--- src/rtl/alu_scan_display.sv ---
// Sequential ALU with serial binary-to-BCD conversion and a multiplexed
// common-cathode 7-segment display with leading-zero blanking.
module alu_scan_display #(
  parameter int WIDTH       = 4,
  parameter int DIGITS      = 3,
  parameter int REFRESH_DIV = 1024
) (
  input  logic              clk,
  input  logic              rst_n,
  input  logic              start,
  input  logic [WIDTH-1:0]  a,
  input  logic [WIDTH-1:0]  b,
  input  logic [1:0]        op,
  output logic              busy,
  output logic              done,
  output logic              zero,
  output logic              error,
  output logic              neg,
  output logic [6:0]        seg,
  output logic [DIGITS-1:0] dig_sel
);

  localparam int RW = 2 * WIDTH;
  localparam int BW = DIGITS * 4;
  localparam int NW = $clog2(RW + 1);
  localparam int IW = (DIGITS > 1) ? $clog2(DIGITS) : 1;
  localparam int CW = $clog2(REFRESH_DIV);
  localparam logic [DIGITS-1:0] SEL0 = DIGITS'(1'b1);

  typedef enum logic [1:0] {
    IDLE = 2'd0,
    CALC = 2'd1,
    CONV = 2'd2,
    DONE = 2'd3
  } state_t;

  state_t          state_r, state_nx;
  logic [WIDTH-1:0] a_r, b_r;
  logic [1:0]      op_r;
  logic [RW-1:0]   bin_r, bin_step_s, value_s, a_ext_s, b_ext_s;
  logic [BW-1:0]   bcd_r, bcd_adj_s, bcd_step_s, digits_r;
  logic [NW-1:0]   iter_r;
  logic            last_iter_s, calc_err_s, calc_neg_s;
  logic            err_p_r, neg_p_r, zero_p_r;
  logic            busy_r, done_r, zero_r, error_r, neg_r;
  logic [CW-1:0]   cnt_r;
  logic [IW-1:0]   idx_r, idx_nx;
  logic [6:0]      seg_r, seg_nx;
  logic [DIGITS-1:0] sel_r;
  logic [3:0]      dv_s;
  logic            hz_s;

  function automatic logic [6:0] seg_code(input logic [3:0] d);
    logic [6:0] s;
    case (d)
      4'd0:    s = 7'h3F;
      4'd1:    s = 7'h06;
      4'd2:    s = 7'h5B;
      4'd3:    s = 7'h4F;
      4'd4:    s = 7'h66;
      4'd5:    s = 7'h6D;
      4'd6:    s = 7'h7D;
      4'd7:    s = 7'h07;
      4'd8:    s = 7'h7F;
      4'd9:    s = 7'h6F;
      default: s = 7'h00;
    endcase
    return s;
  endfunction

  assign last_iter_s = (iter_r == NW'(RW - 1));
  assign a_ext_s     = {{WIDTH{1'b0}}, a_r};
  assign b_ext_s     = {{WIDTH{1'b0}}, b_r};

  // Arithmetic on the latched operands, evaluated during CALC
  always_comb begin
    value_s    = {RW{1'b0}};
    calc_err_s = 1'b0;
    calc_neg_s = 1'b0;
    case (op_r)
      2'b00: value_s = a_ext_s + b_ext_s;
      2'b01: begin
        calc_neg_s = (a_r < b_r);
        value_s    = calc_neg_s ? (b_ext_s - a_ext_s) : (a_ext_s - b_ext_s);
      end
      2'b10: value_s = a_ext_s * b_ext_s;
      2'b11: begin
        if (b_r == {WIDTH{1'b0}}) begin
          calc_err_s = 1'b1;
          value_s    = {RW{1'b0}};
        end else begin
          value_s = a_ext_s / b_ext_s;
        end
      end
      default: value_s = {RW{1'b0}};
    endcase
  end

  // One shift-add-3 step: correct nibbles >= 5, then shift the binary MSB in
  always_comb begin
    bcd_adj_s = bcd_r;
    for (int i = 0; i < DIGITS; i++) begin
      bcd_adj_s[i*4 +: 4] = (bcd_r[i*4 +: 4] >= 4'd5) ? (bcd_r[i*4 +: 4] + 4'd3)
                                                      : bcd_r[i*4 +: 4];
    end
    bcd_step_s = {bcd_adj_s[BW-2:0], bin_r[RW-1]};
    bin_step_s = {bin_r[RW-2:0], 1'b0};
  end

  // FSM state register
  always_ff @(posedge clk or negedge rst_n) begin
    if (!rst_n) state_r <= IDLE;
    else        state_r <= state_nx;
  end

  // FSM next-state logic
  always_comb begin
    state_nx = state_r;
    case (state_r)
      IDLE:    state_nx = start ? CALC : IDLE;
      CALC:    state_nx = CONV;
      CONV:    state_nx = last_iter_s ? DONE : CONV;
      DONE:    state_nx = IDLE;
      default: state_nx = IDLE;
    endcase
  end

  // Operand latch, conversion datapath, result publication and status flags
  always_ff @(posedge clk or negedge rst_n) begin
    if (!rst_n) begin
      a_r      <= {WIDTH{1'b0}};
      b_r      <= {WIDTH{1'b0}};
      op_r     <= 2'b00;
      bin_r    <= {RW{1'b0}};
      bcd_r    <= {BW{1'b0}};
      iter_r   <= {NW{1'b0}};
      err_p_r  <= 1'b0;
      neg_p_r  <= 1'b0;
      zero_p_r <= 1'b0;
      digits_r <= {BW{1'b0}};
      zero_r   <= 1'b0;
      error_r  <= 1'b0;
      neg_r    <= 1'b0;
      busy_r   <= 1'b0;
      done_r   <= 1'b0;
    end else begin
      case (state_r)
        IDLE: begin
          if (start) begin
            a_r  <= a;
            b_r  <= b;
            op_r <= op;
          end
        end
        CALC: begin
          bin_r    <= value_s;
          bcd_r    <= {BW{1'b0}};
          iter_r   <= {NW{1'b0}};
          err_p_r  <= calc_err_s;
          neg_p_r  <= calc_neg_s;
          zero_p_r <= (value_s == {RW{1'b0}}) && !calc_err_s;
        end
        CONV: begin
          bin_r  <= bin_step_s;
          bcd_r  <= bcd_step_s;
          iter_r <= iter_r + NW'(1'b1);
          // final step: publish digits and flags on the edge entering DONE
          if (last_iter_s) begin
            digits_r <= bcd_step_s;
            zero_r   <= zero_p_r;
            error_r  <= err_p_r;
            neg_r    <= neg_p_r;
          end
        end
        default: ;
      endcase
      busy_r <= (state_nx == CALC) || (state_nx == CONV);
      done_r <= (state_nx == DONE);
    end
  end

  assign idx_nx = (idx_r == IW'(DIGITS - 1)) ? {IW{1'b0}} : (idx_r + IW'(1'b1));

  // Segment pattern for the digit about to be selected
  always_comb begin
    dv_s = 4'd0;
    hz_s = 1'b1;
    for (int i = 0; i < DIGITS; i++) begin
      dv_s = (IW'(i) == idx_nx) ? digits_r[i*4 +: 4] : dv_s;
      hz_s = ((IW'(i) >= idx_nx) && (digits_r[i*4 +: 4] != 4'd0)) ? 1'b0 : hz_s;
    end
    if (error_r) begin
      seg_nx = 7'h40;
    end else if ((idx_nx != {IW{1'b0}}) && hz_s) begin
      seg_nx = 7'h00;
    end else begin
      seg_nx = seg_code(dv_s);
    end
  end

  // Refresh counter and digit scan; outputs only change on a counter wrap
  always_ff @(posedge clk or negedge rst_n) begin
    if (!rst_n) begin
      cnt_r <= {CW{1'b0}};
      idx_r <= {IW{1'b0}};
      sel_r <= ~SEL0;
      seg_r <= 7'h3F;
    end else if (cnt_r == CW'(REFRESH_DIV - 1)) begin
      cnt_r <= {CW{1'b0}};
      idx_r <= idx_nx;
      sel_r <= ~(SEL0 << idx_nx);
      seg_r <= seg_nx;
    end else begin
      cnt_r <= cnt_r + CW'(1'b1);
    end
  end

  assign busy    = busy_r;
  assign done    = done_r;
  assign zero    = zero_r;
  assign error   = error_r;
  assign neg     = neg_r;
  assign seg     = seg_r;
  assign dig_sel = sel_r;

endmodule

--- config.mk ---
export PLATFORM = sky130hd
export DESIGN_NAME = alu_scan_display
export DESIGN_NICKNAME = d
export VERILOG_FILES = /design/src/rtl/alu_scan_display.sv
export SDC_FILE = /design/constraint.sdc
export NUM_CORES = 1
export LEC_CHECK = 0
export ABC_AREA = 1
export CAP_MARGIN = 20
export CORE_MARGIN = 2
export CORE_UTILIZATION = 34
export DETAILED_ROUTE_END_ITERATION = 10
export SLEW_MARGIN = 30
export SYNTH_ARGS = -nofsm -noshare
export SYNTH_HDL_FRONTEND = slang
export SYNTH_SLANG_ARGS = --single-unit
--- constraint.sdc ---
create_clock -name clk -period 9.8 [get_ports clk]
set_input_delay 1.96 -clock clk [delete_from_list [all_inputs] [get_ports clk]]
set_output_delay 1.96 -clock clk [all_outputs]
set_load 0.005 [all_outputs]
# == After elaboration in Yosys (flattened, before gate mapping) ==
# Memory sizes are Yosys's and may differ from the RTL's.
# Cells that the tools add are included.
# classes
order_cmp,7
n_eq_ne,14
reduce_logical,19
muxes,25
bitwise_logic,1
shifts,1
n_div,1
addsub,9
mul,1
# ops
cell,count
$pmux W8 S4,1
$pmux W12 S2,1
$mux W4,5
$mux W8,2
$pmux W8 S2,1
$eq A2 B2 Y1 const B,7
$mux W7,2
$ge A4 B3 Y1 const B,3
$reduce_bool A4 Y1,3
$add A10 B1 Y10 const B,1
$eq A10 B10 Y1 const B,1
$mux W10,1
$sub A4 B4 Y5,2
$add A4 B2 Y4 const B,2
$div A4 B4 Y8,1
$logic_not A8 Y1,1
$mul A4 B4 Y8,1
$mux W1,8
$pmux W2 S4,1
$pmux W4 S2,1
$eq A2 B1 Y1 const B,3
$logic_not A2 Y1,3
$add A4 B4 Y5,1
$logic_and A1 B1 Y1,5
18 further kinds,21
# word_totals
regBits,78
rom_bits,112
word_cells,99
input_bits,13
output_inout_bits,15
mem_count,1
# memory_table
memory,depth,width,rd,rd_clocked_by_memory_dff,write_ports,line_no,text
(no name shown),16,7,1,0,0,55,case (d)

# == Longest topological paths before layout ==
# Gate-level depths: netlist of run 1.
# logic_depth
ltp_word,10
mapped_depth,71
depth_no_buf,71

# == Worst setup path before layout of run 1 ==
# No wires, ideal clock.
# synth_path
path_kind,reg-to-reg
from,register b_r[1]
to,register bin_r[0]
arrival_time_ns,8.118
setup_time_ns,0.117
n_path_buf,0
required_time_ns,9.683
slack_ns,1.565
stages_incl_launch_ff,65
path_cell_list,dfrtp_1 inv_2 nand2_1 nor2_4 nand3_2 inv_1 ha_1 xor2_1 nand3_1 nand2_4 inv_1 ha_1 inv_1 nor2_1 nand2_1 nand2_2 nand2_1 and2_1 [... 29 more ...] a21o_1 a21oi_1 nand3_1 nor2_4 nand2_1 o21ai_0 ha_1 a21boi_0 o21ai_0 nand2_1 a21oi_1 nand2_1 nand2_1 nand3_1 nand2_1 nand2_1 nand2_1 nand2_1
# synth_via
elab_chain_cells,4
word_cells_on_any_way,7
cone_classes,div (1); order compare (1); mux (4); reduce/logical (1)
# synth_lines
element,line_no,text
start: declaration,38,"logic [WIDTH-1:0] a_r, b_r;"
start signal: assignment,132,b_r <= {WIDTH{1'b0}};
"$div A4 B4 Y8, or another cell as far along",92,value_s = a_ext_s / b_ext_s;
$mux W8 (on tied branches),"88, 84",
$pmux W8 S4 *,80,case (op_r)
$pmux W8 S2 *,147,case (state_r)
end signal: assignment,134,bin_r <= {RW{1'b0}};
end signal: assignment,156,bin_r <= value_s;
end signal: assignment,164,bin_r <= bin_step_s;
end: declaration,40,"logic [RW-1:0] bin_r, bin_step_s, value_s, a_ext_s, b_ext_s;"
# Mark *: on every way between the ends. The rest lies on a longest branch, timed or not.
# A chain may end at the register's enable or synchronous reset.

# == Worst setup path in the final report of run 1 ==
# layout_path
from,register b_r[3]
to,register bin_r[0]
# Same word-level chain as after synthesis.

==> results.yml, run 1 <==
placed_design:
  gp_congestion: 0.892
  place_hpwl_mm: 10.2
  port_buffers: 27
clock_network:
  cts.path.max_buffers: 2
  tritoncts: "built"
  clock_latency_ps: 330
  cts_buffers: 9
  clk_pin_slew_ps: 60
  clkSinkCount: 78
  cts_root_buf: "clkbuf_16"
  htree_num_levels: 3
synth:
  syn_avg_cell_area_sq_um: 7.78
  synth_top_cell_area_share_pct: 29.3
  synth.area.top_cells: "dfrtp_1, ha_1, nand2_1"
  netlist_area_sq_um: 5970
  synth_warnings: 0
  ys_seq_elements: 78
  ys_seq_area_share_pct: 32.9
  synthMostInstantiatedCell: "nand2_1"
  ys_types: 50
  synth_common_cells: "nand2_1, inv_1, ha_1"
  ys.flop_type: "dfrtp_1"
  yosysTopAreaCell: "dfrtp_1"
  synth-async-reset-ratio_pct: 100
  synth_edf_count: 0
  syn_inst: 768
die:
  boundaryPins: 28
  die_h_um: 137
  start_util_pct: 34.6
  dieArea_sq_um: 18600
  row_count: 48
  coreArea_sq_um: 17200
  die_w_um: 137
run:
  maxCapViolations: 0
global_routing:
  grt_antenna_before_repair: 0
  grt_first_pass_wirelength_mm: 23.1
  grt_usage_pct: 15.4
  grt_max_degree: 79
  grt_pass1_vias: 4665
  overflow: 0
timing:
  tns_ps: 0
  fin_crit_ps: 8740
  fmax_mhz: 114
  finClkSkew_ps: 7.55
  timing_hold_violations_final: 0
  rsz0062_at_grt: "no"
  max_slew.worst_pin.slew_ps: 781
  drv_slew: 0
  relSlewSlack_pct: 47.9
  finalSetupViolations: 0
  finalCritPeriodShare_pct: 89.2
layout:
  drive_gt1_share_pct: 10.6
  final_nets: 897
  antennaDiodeCount: 0
  syn2layout_area_growth_pct: 15.3
  final_util_pct: 40.0
drt:
  vias: 4963
  wire_per_inst_um: 13.0
  antenna_left: 0
  first_pass_iters: 4
  avgViaCountPerCell: 4.80
  drt-total-wl_mm: 13.4
  post-route-drc-count: 0
  first_iter_violations: 261
worst_setup_path:
  required_ps: 10020
  critPathMaxFanout: 10
  max_stage_delay_ps: 470
  critPathKind: "register to register"
  worstPathArrival_ps: 8960
  worst_path_dominant_cell_family: "simple AND/OR/NAND/NOR gates"
  cpMostUsedCell: "nand2_1"
  startpoint_type: "register"
  worst-path-buf-inv: 7
  cp_slowest_cell: "dfrtp_2"
  cp-end-kind: "register"
min_path:
  worstHoldPathType: "register to register"
run_status:
  outcome: "complete, no violations"
## tightest hold or removal path, cell delays in order (launching register included)
cell and delay (ps):
dfstp_2 370, nand2_1 60, nand2_1 50
## state kept, by name (all words and copies together), names as in the netlist, 2 cells and up
| name | flops |
|---|---|
| bcd_r | 12 |
| digits_r | 12 |
| cnt_r | 10 |
| bin_r | 8 |
| seg | 7 |
| a_r | 4 |
| b_r | 4 |
| iter_r | 4 |
| dig_sel | 3 |
| idx_r | 2 |
| op_r | 2 |
| state_r | 2 |
## layer usage
layer	vias up	global-route usage [%]	routed length, um
met3	9	2.19	441
met5	-	0	0
li1	2587	-	-
met1	2291	23.4	7170
met4	0	4.51	154
met2	76	22.6	5640
## final cells by class
type | count | area, sq um
fill | 1737 | 10300
multi-input combinational | 553 | 3500
sequential | 78 | 1970
inverter | 127 | 494
timing repair buffer | 35 | 332
tap | 225 | 282
clock buffer | 10 | 229
clock inverter | 6 | 86.3
## final timing paths
| kind | start | endpoint | slack, ps | cells after the start |
|---|---|---|---|---|
| setup / recovery | b_r[3] | bin_r[0] | 1060 | 66 |
| min in group asynchronous | rst_n | cnt_r[4] | 1660 | 1 |
| hold reg to reg | seg[4] | seg[4] | 480 | 2 |
| setup reg to reg | b_r[3] | bin_r[0] | 1060 | 66 |
| hold / removal | seg[4] | seg[4] | 480 | 2 |
| max in group asynchronous | rst_n | b_r[1] | 7610 | 1 |
## metrics by stage
step | setup slack [ps] | instances | hold WS, ps | cell area, sq um
after global routing | 35.6 | 1034 | 516 | 6890
after CTS | 561 | 1027 | 478 | 6810
after global placement | 890 | 1011 | 464 | 6490
after detailed placement | 582 | 1011 | 467 | 6490
final | 1060 | 1034 | 475 | 6890
after floorplan | 1570 | 771 | 450 | 5980
## logic make-up (layout without fill, tap and decap cells)
| family | after synthesis | after routing | share of synthesized area [%] |
|---|---|---|---|
| xor+xnor | 19 | 19 | 2.79 |
| other cells | 1 | 4 | 0.0628 |
| flops | 78 | 78 | 32.9 |
| simple gates | 298 | 298 | 23.0 |
| compound gates | 151 | 151 | 14.6 |
| fa+ha+maj | 80 | 80 | 17.6 |
| buf+inv | 140 | 178 | 8.82 |
| mux | 1 | 1 | 0.168 |
## timing repair
item | CTS | global route
setup endpoints to repair | 0 | 2
gates resized for setup | 0 | 14
buffers inserted | 0 | 7
hold buffers | 0 | 0
## layout by cell type, fill, tap and decap left out, types with 5 or more instances in the layout
cell type          n
a21oi_1           45
or2_2              7
inv_1            115
nand3_2            5
dfstp_2            8
nand2_1          147
inv_2              7
ha_1              73
o21ai_0           56
nand4_1            8
nor2_1            61
clkbuf_16          9
nand2_2            9
xor2_1            15
nand3_1           36
clkdlybuf4s50_1   26
fa_1               7
nand2_4            5
o22ai_1           13
buf_4              8
nor3_1             8
dfrtp_1           66
Power of run 1 is not shown: default switching activity piles up to over one toggle a cycle in this logic, so the estimate is an artifact.
==> run 2: changes to the inputs <==
Settings changed: CAP_MARGIN 20 to 25, CELL_PAD_IN_SITES_DETAIL_PLACEMENT set to 0, CELL_PAD_IN_SITES_GLOBAL_PLACEMENT set to 1, PLACE_DENSITY_LB_ADDON set to 0.1.
==> run 2 against run 1 <==
Final cell count shrank 0.19%. First-iteration DRC count is 16% lower. Via count grew 1.7%. Routed wire length is 11% higher. Clock skew grew 3.9 ps. Worst setup slack got worse by 160 ps. Worst hold slack better by 3.2 ps. Clock-buffer cell count increased by 1. Sequential cell count stayed put. Sequential share of layout area grew 0.11 points. Non-clock buffer count shrank 2. Critical path depth is the same. Highest routed layer unchanged.
==> results.yml, run 2 (synthesized netlist as in run 1, its figures left out) <==
clock_network:
  tritoncts: "built"
  cts_buffers: 9
  htree_num_levels: 3
  hold_buffers: 0
  clkSinkCount: 78
  clock_latency_ps: 350
  cts_root_buf: "clkbuf_16"
  cts.path.max_buffers: 2
  clk_pin_slew_ps: 60
layout:
  nFillCells: 1776
  antennaDiodeCount: 0
  design_area_sq_um: 6850
  drive_gt1_share_pct: 10.2
  reg_top3: "bcd_r: 12 flops, digits_r: 12 flops, cnt_r: 10 flops"
  syn2layout_area_growth_pct: 14.7
  final_cell_mix: "nand2_1, inv_1, ha_1"
  final_nets: 895
  final_common_cell: "nand2_1"
global_routing:
  overflow: 0
  grt_pass1_vias: 5049
  grt_first_pass_wirelength_mm: 24.7
  grt_max_degree: 79
  grt_usage_pct: 17.0
  grt_antenna_before_repair: 0
timing:
  relSlewSlack_pct: 49.3
  finalSetupViolations: 0
  fin_crit_ps: 8890
  finClkSkew_ps: 11.4
  layout_setup_ws_ps: 906
  timing_hold_violations_final: 0
  tns_ps: 0
  fmax_mhz: 112
  finalCritPeriodShare_pct: 90.8
  holdWs_ps: 478
  max_slew.worst_pin.slew_ps: 759
  drv_slew: 0
  rsz0062_at_grt: "no"
die:
  start_util_pct: 34.6
  die_h_um: 137
  row_count: 48
  dieArea_sq_um: 18600
  boundaryPins: 28
  die_w_um: 137
  coreArea_sq_um: 17200
run:
  maxCapViolations: 0
worst_setup_path:
  cp-end-kind: "register"
  worstRegToRegCells: 66
  startpoint: "b_r[0]"
  r2r_end: "bin_r[0]"
  startpoint_type: "register"
  critPathKind: "register to register"
  crit_end: "bin_r[0]"
  cp_slowest_cell: "dfrtp_2"
  required_ps: 10030
  critPathMaxFanout: 10
  rrSetupSlack_ps: 910
  cpMostUsedCell: "nand2_1"
  rr_startpoint: "b_r[0]"
  max_stage_delay_ps: 510
  worstPathArrival_ps: 9120
drt:
  wire_per_inst_um: 14.4
  antenna_left: 0
  drt-total-wl_mm: 14.9
  vias: 5048
  first_iter_violations: 220
  avgViaCountPerCell: 4.89
  first_pass_iters: 4
  post-route-drc-count: 0
min_path:
  worstHoldPathType: "register to register"
run_status:
  outcome: "complete, no violations"
placed_design:
  gp_congestion: 0.898
  place_hpwl_mm: 11.4
  placed_area_sq_um: 6500
  port_buffers: 27
  post-place-ws_ps: 500
run 2: changes by cell type in the layout (fill, tap and decap cells not counted), moves of 2 or more:
cell,delta
dfrtp_1,+3
dfrtp_2,-3
inv_2,+2
inv_6,-2
buf_4,-2
run 2: final cells by class:
class | instances | area, sq um | share of cell area [%]
multi-input combinational | 553 | 3500 | 51.1
sequential | 78 | 1960 | 28.7
inverter | 127 | 482 | 7.03
timing repair buffer | 33 | 317 | 4.62
tap | 225 | 282 | 4.11
clock buffer | 11 | 243 | 3.54
clock inverter | 5 | 60.1 | 0.877
run 2: worst min-delay path by stage:
stage                  from     end  slack [ps]  cells past startpoint
finish               seg[4]  seg[4]         480                      2
global route         seg[4]  seg[4]         480                      2
CTS                  seg[4]  seg[4]         480                      2
detailed placement   seg[4]  seg[4]         470                      2
global placement     seg[4]  seg[4]         460                      2
floorplan           err_p_r   error         450                      2
run 2: metrics by stage:
stage | cells | util [%]
after floorplan | 771 | -
after global placement | 1012 | 37.7
after detailed placement | 1012 | 37.7
after CTS | 1028 | 39.5
after global routing | 1032 | 39.7
final | 1032 | 39.7
run 2: timing repair:
item | 4_1_cts | 5_1_grt
setup endpoints to repair | 0 | 2
resized for setup | 0 | 4
hold endpoints to repair | 0 | 0
buffers inserted | 0 | 4
run 2: critical path, delay by kind of cell (launching register included):
family                     cells  cell delay (ps)
AOI/OAI and AO/OA             13             2040
adders and majority gates      7             1990
buffers and inverters          8              600
DFF                            1              510
and+or+nand+nor               38             3600
run 2: per-layer routing:
layer / global-route usage (%) / routed length (um)
met4: 5.90 / 380
met3: 2.93 / 477
met1: 20.6 / 6610
met2: 30.1 / 7430
met5: 0 / 0
Power of run 2 is left out for the same reason.
==> run 3: changes to the inputs <==
Settings changed: CTS_BUF_LIST set to sky130_fd_sc_hd__clkbuf_4.
==> run 3 against run 2 <==
Die area unchanged. Core utilization decreased by 0.80 points. Critical path depth unchanged. Register-to-register slack got worse by 30 ps. Routed wire length about the same. Worst setup slack got worse by 34 ps. Via count increased by 0.28%. Clock skew increased by 22 ps. First-iteration DRC count decreased by 5.5%. Cell area decreased by 2.0%. Sequential share of layout area increased by 0.64 points.
==> results.yml, run 3 (synthesized netlist as in run 1, its figures left out) <==
timing:
  finalCritPeriodShare_pct: 91.1
  fin_crit_ps: 8930
  timing_hold_violations_final: 0
  finalSetupViolations: 0
  fmax_mhz: 112
  tns_ps: 0
  relSlewSlack_pct: 49.8
  max_slew.worst_pin.slew_ps: 753
  rsz0062_at_grt: "no"
  holdWs_ps: 488
  drv_slew: 0
  finClkSkew_ps: 33.4
clock_network:
  cts_root_buf: "clkbuf_4"
  cts_buffers: 9
  htree_num_levels: 3
  cts.path.max_buffers: 2
  clkSinkCount: 78
  clock_latency_ps: 480
  clk_pin_slew_ps: 130
  tritoncts: "built"
  hold_buffers: 0
die:
  die_h_um: 137
  coreArea_sq_um: 17200
  row_count: 48
  dieArea_sq_um: 18600
  start_util_pct: 34.6
  boundaryPins: 28
  die_w_um: 137
drt:
  dr_wl_met2_mm: 7.38
  drt-met1-wl_mm: 6.67
  antenna_left: 0
  first_pass_iters: 5
  highest_layer: "met4"
  first_iter_violations: 208
  vias: 5062
  drt-total-wl_mm: 14.9
  avgViaCountPerCell: 4.89
  post-route-drc-count: 0
  wire_per_inst_um: 14.4
  met3WireLength_um: 482
global_routing:
  grt_usage_pct: 17.0
  grt_first_pass_wirelength_mm: 24.6
  grt_max_degree: 79
  overflow: 0
  grt_pass1_vias: 5041
  grt_antenna_before_repair: 0
layout:
  final_common_cell: "nand2_1"
  drive_gt1_share_pct: 10.9
  final_cell_mix: "nand2_1, inv_1, ha_1"
  syn2layout_area_growth_pct: 12.4
  design_area_sq_um: 6710
  final_nets: 898
  reg_top3: "bcd_r: 12 flops, digits_r: 12 flops, cnt_r: 10 flops"
  antennaDiodeCount: 0
min_path:
  worstHoldPathType: "register to register"
worst_setup_path:
  critPathMaxFanout: 9
  required_ps: 10170
  cp-end-kind: "register"
  worst_path_dominant_cell_family: "simple AND/OR/NAND/NOR gates"
  cpMostUsedCell: "nand2_1"
  max_stage_delay_ps: 480
  worst-path-buf-inv: 8
  worstPathArrival_ps: 9290
  critPathKind: "register to register"
  cp_slowest_cell: "dfrtp_2"
  startpoint_type: "register"
placed_design:
  port_buffers: 27
  placed_area_sq_um: 6500
  gp_congestion: 0.898
  place_hpwl_mm: 11.4
run:
  maxCapViolations: 0
run_status:
  outcome: "complete, no violations"
[run 3: cell count changes in the layout (fill, tap and decap cells not counted)]
cell       before  now
clkbuf_16       9    0
clkbuf_4        0   10
dfrtp_2         1    4
clkbuf_1        1    0
buf_4           6    9
clkinv_1        1    2
dfrtp_1        69   66
clkbuf_8        1    0
[run 3: per-stage QoR]
stage | setup WS (ps) | std cells | utilization (%)
floorplan | 1570 | 771 | -
global placement | 925 | 1012 | 37.7
detailed placement | 500 | 1012 | 37.7
CTS | 468 | 1028 | 38.5
global route | 9.15 | 1035 | 38.9
finish | 871 | 1035 | 38.9
[run 3: worst paths after layout]
| kind | startpoint | endpoint | slack, ps | cells after the start |
|---|---|---|---|---|
| max in group asynchronous | rst_n | b_r[2] | 7720 | 1 |
| worst min register to register | seg[4] | seg[4] | 490 | 2 |
| worst max register to register | b_r[2] | bin_r[0] | 870 | 66 |
| worst min-delay path | seg[4] | seg[4] | 490 | 2 |
| min in group asynchronous | rst_n | cnt_r[4] | 1490 | 1 |
| worst max-delay path | b_r[2] | bin_r[0] | 870 | 66 |
[run 3: routing by layer]
layer	up-vias	global-route usage, %
met2	82	30.0
met1	2385	20.7
met4	0	5.73
li1	2579	-
met3	16	3.15
met5	-	0
[run 3: area by class of cell]
cell class	count	area (sq um)
fillers	1795	10500
clock buffers	10	75.1
inverters	127	482
repair buffers	36	339
well taps	225	282
multi-input cells	553	3500
clock inverters	6	63.8
flip-flops and latches	78	1970
[run 3: repair_timing]
action	4_1_cts	5_1_grt
gates resized for setup	0	7
setup buffers	0	7
endpoints found under the setup margin	0	2
[run 3: tightest hold or removal path, stage by stage, from the launching register on]
cell and delay, ps:
dfstp_2 390, nand2_1 60, nand2_1 50
Power of run 3 is left out for the same reason.
